==> config.mk <==
export PLATFORM = sky130hd
export DESIGN_NAME = hazard_stall_ctrl
export DESIGN_NICKNAME = d
export VERILOG_FILES = /design/src/rtl/hazard_stall_ctrl.sv
export SDC_FILE = /design/constraint.sdc
export NUM_CORES = 1
export LEC_CHECK = 0
export BUFFER_PORTS_ARGS = -buffer_cell sky130_fd_sc_hd__clkbuf_2
export CAP_MARGIN = 0
export CORE_MARGIN = 2
export CORE_UTILIZATION = 49
export DETAILED_ROUTE_END_ITERATION = 7
export PLACE_DENSITY = 0.78
export RECOVER_POWER = 100
export SLEW_MARGIN = 20
export SYNTH_ARGS = -nofsm -noshare
export SYNTH_HDL_FRONTEND = slang
export SYNTH_SLANG_ARGS = --single-unit
==> constraint.sdc <==
create_clock -name clk_i -period 2.9 [get_ports clk_i]
set_clock_uncertainty 0.2 [all_clocks]
set_input_delay 0.145 -clock clk_i [delete_from_list [all_inputs] [get_ports clk_i]]
set_output_delay 0.145 -clock clk_i [all_outputs]
set_load 0.02 [all_outputs]
==> src/rtl/hazard_stall_ctrl.sv <==
`default_nettype none
// ============================================================================
// Module      : hazard_stall_ctrl
// Description : Pipeline sequencer for the 5-stage core. It decides each cycle
//               whether the pipeline advances, stalls, bubbles, flushes or
//               freezes on a slow data-memory access.
// Revision    : 1.0 - initial release
// ============================================================================
module hazard_stall_ctrl #(
    parameter int MEM_TIMEOUT = 255,
    parameter int CNT_W       = 8
) (
    input  logic             clk_i,
    input  logic             rst_i,
    input  logic             start_i,
    input  logic             idex_memrd_i,
    input  logic [4:0]       idex_rt_i,
    input  logic [4:0]       ifid_rs_i,
    input  logic [4:0]       ifid_rt_i,
    input  logic             branch_i,
    input  logic             equal_i,
    input  logic             jump_i,
    input  logic             dmem_req_i,
    input  logic             dmem_ack_i,
    output logic             pc_write_o,
    output logic             ifid_write_o,
    output logic             ifid_flush_o,
    output logic             idex_bubble_o,
    output logic             exmem_hold_o,
    output logic             memwb_bubble_o,
    output logic             dmem_strobe_o,
    output logic             timeout_o,
    output logic [CNT_W-1:0] stall_cnt_o
);

    typedef enum logic [1:0] {
        S_IDLE     = 2'd0,
        S_RUN      = 2'd1,
        S_MEM_WAIT = 2'd2
    } state_t;

    localparam logic [CNT_W-1:0] c_wait_last = CNT_W'(MEM_TIMEOUT - 1);
    localparam logic [CNT_W-1:0] c_cnt_max   = {CNT_W{1'b1}};

    state_t           r_state;
    state_t           w_next_state;
    logic [CNT_W-1:0] r_wait_cnt;
    logic [CNT_W-1:0] w_wait_cnt_nxt;
    logic             r_timeout;
    logic             w_set_timeout;
    logic [CNT_W-1:0] r_stall_cnt;

    logic w_lu;
    logic w_redirect;
    logic w_adv_pc;
    logic w_adv_flush;
    logic w_adv_bubble;

    assign w_lu = idex_memrd_i && (idex_rt_i != 5'd0) &&
                  ((idex_rt_i == ifid_rs_i) || (idex_rt_i == ifid_rt_i));
    assign w_redirect = jump_i || (branch_i && equal_i);

    // Decision used whenever the pipeline is not frozen: load-use outranks
    // redirect because the branch compare would see stale operands.
    always_comb begin
        w_adv_pc     = 1'b1;
        w_adv_flush  = 1'b0;
        w_adv_bubble = 1'b0;
        if (w_lu) begin
            w_adv_pc     = 1'b0;
            w_adv_bubble = 1'b1;
        end else if (w_redirect) begin
            w_adv_flush  = 1'b1;
        end
    end

    always_comb begin
        pc_write_o     = 1'b0;
        ifid_write_o   = 1'b0;
        ifid_flush_o   = 1'b0;
        idex_bubble_o  = 1'b0;
        exmem_hold_o   = 1'b0;
        memwb_bubble_o = 1'b0;
        dmem_strobe_o  = 1'b0;
        w_next_state   = r_state;
        w_wait_cnt_nxt = r_wait_cnt;
        w_set_timeout  = 1'b0;
        case (r_state)
            S_IDLE: begin
                if (start_i) begin
                    w_next_state = S_RUN;
                end
            end
            S_RUN: begin
                if (dmem_req_i && !dmem_ack_i) begin
                    exmem_hold_o   = 1'b1;
                    memwb_bubble_o = 1'b1;
                    dmem_strobe_o  = 1'b1;
                    w_wait_cnt_nxt = '0;
                    w_next_state   = S_MEM_WAIT;
                end else begin
                    pc_write_o    = w_adv_pc;
                    ifid_write_o  = w_adv_pc;
                    ifid_flush_o  = w_adv_flush;
                    idex_bubble_o = w_adv_bubble;
                    dmem_strobe_o = dmem_req_i;
                end
            end
            S_MEM_WAIT: begin
                dmem_strobe_o = 1'b1;
                if (dmem_ack_i || (r_wait_cnt == c_wait_last)) begin
                    pc_write_o     = w_adv_pc;
                    ifid_write_o   = w_adv_pc;
                    ifid_flush_o   = w_adv_flush;
                    idex_bubble_o  = w_adv_bubble;
                    // An abandoned access must not write back garbage.
                    memwb_bubble_o = !dmem_ack_i;
                    w_set_timeout  = !dmem_ack_i;
                    w_wait_cnt_nxt = '0;
                    w_next_state   = S_RUN;
                end else begin
                    exmem_hold_o   = 1'b1;
                    memwb_bubble_o = 1'b1;
                    w_wait_cnt_nxt = r_wait_cnt + 1'b1;
                end
            end
            default: begin
                w_next_state = S_IDLE;
            end
        endcase
    end

    always_ff @(posedge clk_i) begin
        if (rst_i) begin
            r_state     <= S_IDLE;
            r_wait_cnt  <= '0;
            r_timeout   <= 1'b0;
            r_stall_cnt <= '0;
        end else begin
            r_state    <= w_next_state;
            r_wait_cnt <= w_wait_cnt_nxt;
            if (w_set_timeout) begin
                r_timeout <= 1'b1;
            end
            if ((r_state != S_IDLE) && !pc_write_o && (r_stall_cnt != c_cnt_max)) begin
                r_stall_cnt <= r_stall_cnt + 1'b1;
            end
        end
    end

    assign timeout_o   = r_timeout;
    assign stall_cnt_o = r_stall_cnt;

endmodule
`default_nettype wire

==> flow_metrics.py <==
metrics = {
    "setup_path": {
        "slowest_delay_ns": 0.40,
        "cp_cell_sequence": "inv_1 > ha_1 > nor3b_1 > nor2_1 > nor3_1 > clkbuf_1",
        "cp_slowest_cell": "dfxtp_1",
        "cp_data_required_time_ns": 2.56,
        "r2r-end": "stall_cnt_o[5]$_SDFFE_PP0P_",
        "cp_top_family": "simple AND/OR/NAND/NOR gates",
        "reg2reg_setup_slack_ns": 0.63,
        "worst-path-buf-inv": 2,
        "start_kind": "flop",
        "arrival_ns": 1.93,
        "timing.rr.start": "r_wait_cnt[0]$_SDFFE_PP0P_",
        "end_kind": "output port",
        "cp.depth": 6,
        "crit_type": "reg -> out",
        "cp_max_fo": 4,
        "worstRegToRegCells": 8,
    },
    "yosys": {
        "synth.cell_area_um2": 1160,
        "synth_seq_cells": 19,
        "ys.flop_type": "dfxtp_1",
        "syn_inst": 139,
        "synth_nets": 170,
        "synth_top_area_share_pct": 32.7,
        "synthArstFlopShare_pct": 0,
        "synth_edf_count": 0,
        "yosysMostFrequentCell": "dfxtp_1",
        "ys_warn_count": 0,
        "seq_area_frac_synth_pct": 32.7,
        "yosysTopAreaCell": "dfxtp_1",
        "synthTopCellsByCount": "dfxtp_1 (19), nor2_1 (17), a21oi_1 (11), xnor2_1 (11)",
        "netlist-cell-type-count": 36,
        "ys_top_cells_by_area": "dfxtp_1 (33%), xnor2_1 (8.3%), ha_1 (7.5%)",
        "syn_avg_cell_area_um2": 8.37,
    },
    "final_layout": {
        "synthToLayoutAreaGrowth_pct": 19.1,
        "antenna_cells": 0,
        "final_util_pct": 62.1,
        "multi_input_area_um2": 733,
        "seq_area_um2": 380,
        "drive_gt1_share_pct": 17.2,
        "fin_area_um2": 1390,
        "nNetsFinal": 212,
        "fillers": 216,
    },
    "worst_hold_path": {
        "min_path_cells": 4,
        "whs_endpoint": "timeout_o$_SDFFE_PP0P_",
        "min_from": "dmem_ack_i",
        "hp-class": "in -> reg",
    },
    "clocking": {
        "cts.sinks": 19,
        "htreeDepth": 1,
        "clock_path_buffers": 2,
        "numCtsBuffers": 3,
        "cts-root-buf": "clkbuf_4",
        "insertion_delay_ns": 0.30,
        "cts-resized-gates": 0,
        "path_clk_slew_ns": 0.12,
        "cts_tree": "built",
    },
    "detailed_routing": {
        "wl_um": 2600,
        "routed_via_density": 5.36,
        "drc": 0,
        "wl_per_cell_um": 12.5,
        "drt-initial-drc-count": 15,
        "first_pass_iters": 4,
        "vias": 1115,
        "ant_nets": 0,
    },
    "pwr": {
        "power_density_nw_per_um2": 591,
        "leakagePower_nw": 0.561,
        "peakVddDrop_mv": 0.326,
    },
    "floorplanning": {
        "die_w_um": 52.7,
        "io_pins": 40,
        "start_util_pct": 52.1,
        "die_height_um": 52.7,
        "die_area_um2": 2780,
        "coreArea_um2": 2230,
        "num_rows": 17,
    },
    "placed_design": {
        "dp_slack_ns": 0.709,
        "hpwl_um": 2050,
        "io_buffers": 39,
        "finalWeightedCongestion": 0.746,
        "place_area_um2": 1370,
    },
    "sta": {
        "period_needed_ns": 2.27,
        "rsz0062_at_grt": "no",
        "setup_ws_ns": 0.627,
        "hold_slack_ns": 0.0607,
        "finalCritPeriodShare_pct": 78.4,
        "setup_viol": 0,
        "hold_violations": 0,
        "slew_headroom_pct": 63.0,
        "slew_violations": 0,
        "setup_tns_ns": 0,
        "fmax_mhz": 440,
        "worstMarginPinSlew_ns": 0.555,
    },
    "global_routing": {
        "grt_max_degree": 15,
        "grt-ovfl-total": 0,
        "grt_pass1_vias": 1011,
        "grtUsageMet2_pct": 34.6,
        "use_met1_pct": 23.1,
        "grt_first_pass_wirelength_um": 4030,
        "grt_util_all_layers_pct": 18.8,
        "grt_antenna_before_repair": 0,
        "busiest_layer": "met2",
        "use_met3_pct": 2.57,
    },
    "job": {
        "maxCapViolCount": 0,
    },
    "status": {
        "status": "completed",
    },
}
-- layout by cell type (no fill, tap or decap), types with 2 or more instances in the layout --
cell type and n:
dfxtp_1 19, nand4_1 3, and4_1 3, ha_1 7, nand3_1 7, nor3_1 2, clkbuf_2 23, inv_1 6
nand2_1 7, a21oi_1 11, xnor2_1 11, nor2b_1 5, nor2_1 17, and3_1 3, clkbuf_1 16, or3_1 7
o21ai_1 5, clkbuf_4 3, xor2_1 7
-- through the flow --
| step | cells | power [W] |
|---|---|---|
| finish | 208 | 0.000820 |
| detailed placement | 203 | 0.000689 |
| global route | 208 | 0.000881 |
| CTS | 208 | 0.000831 |
| global placement | 203 | 0.000673 |
| floorplan | 139 | 0.000612 |
-- state kept, by name, summed over array words and instances (netlist names) --
register / cells
r_state: 2
r_wait_cnt: 8
stall_cnt_o: 8
timeout_o: 1
-- power by group --
part | internal (W) | switching [W] | total (W)
Clock | 0.0000523 | 0.0000901 | 0.000142
Combinational | 0.000137 | 0.000212 | 0.000349
Sequential | 0.000291 | 0.0000377 | 0.000328
-- cell families after synthesis --
logic type               share of synthesized area, %
AO/OA/AOI/OAI                                    14.3
XOR/XNOR                                         13.5
adder cells (fa/ha/maj)                          7.53
buffers and inverters                            3.87
flip-flops                                       32.7
multiplexers                                     1.83
AND/OR/NAND/NOR                                  26.2
-- final cells by class --
| cell class | instances | share of cell area [%] |
|---|---|---|
| multi-input combinational | 111 | 52.9 |
| sequential | 19 | 27.4 |
| timing repair buffer | 40 | 13.4 |
| tap | 28 | 2.53 |
| clock buffer | 3 | 1.62 |
| inverter | 6 | 1.62 |
| clock inverter | 1 | 0.542 |
-- routing by layer --
layer  up-vias  part of all wire, %  routed length, µm
met2        14                   54               1410
met4         0                    0                  0
li1        567                    -                  -
met5         -                    0                  0
met3         0                  2.5                 65
met1       534                   43               1120
-- worst reg2reg max path, delay by kind of cell (launching register included) --
family	cells	cell delay [ns]
and+or+nand+nor	4	1.05
AOI/OAI and AO/OA	2	0.31
buffers and inverters	1	0.06
adders and majority gates	1	0.19
DFF	1	0.41
-- worst max path at each step --
stage | slack [ns] | start | endpoint
after detailed placement | 0.71 | r_state[0]$_SDFFE_PP0P_ | stall_cnt_o[1]$_SDFFE_PP0P_
final | 0.63 | r_state[0]$_SDFFE_PP0P_ | ifid_flush_o
after global placement | 0.78 | r_state[0]$_SDFFE_PP0P_ | stall_cnt_o[1]$_SDFFE_PP0P_
after floorplan | 0.87 | r_wait_cnt[0]$_SDFFE_PP0P_ | stall_cnt_o[2]$_SDFFE_PP0P_
after global routing | 0.42 | r_wait_cnt[0]$_SDFFE_PP0P_ | stall_cnt_o[7]$_SDFFE_PP0P_
after CTS | 0.62 | r_state[0]$_SDFFE_PP0P_ | ifid_flush_o
-- repair_timing --
action | in CTS | in global routing
hold buffers | 1 | 0
buffers inserted | 0 | 0
hold endpoints to repair | 10 | 0
(Power assumes the default switching activity.)
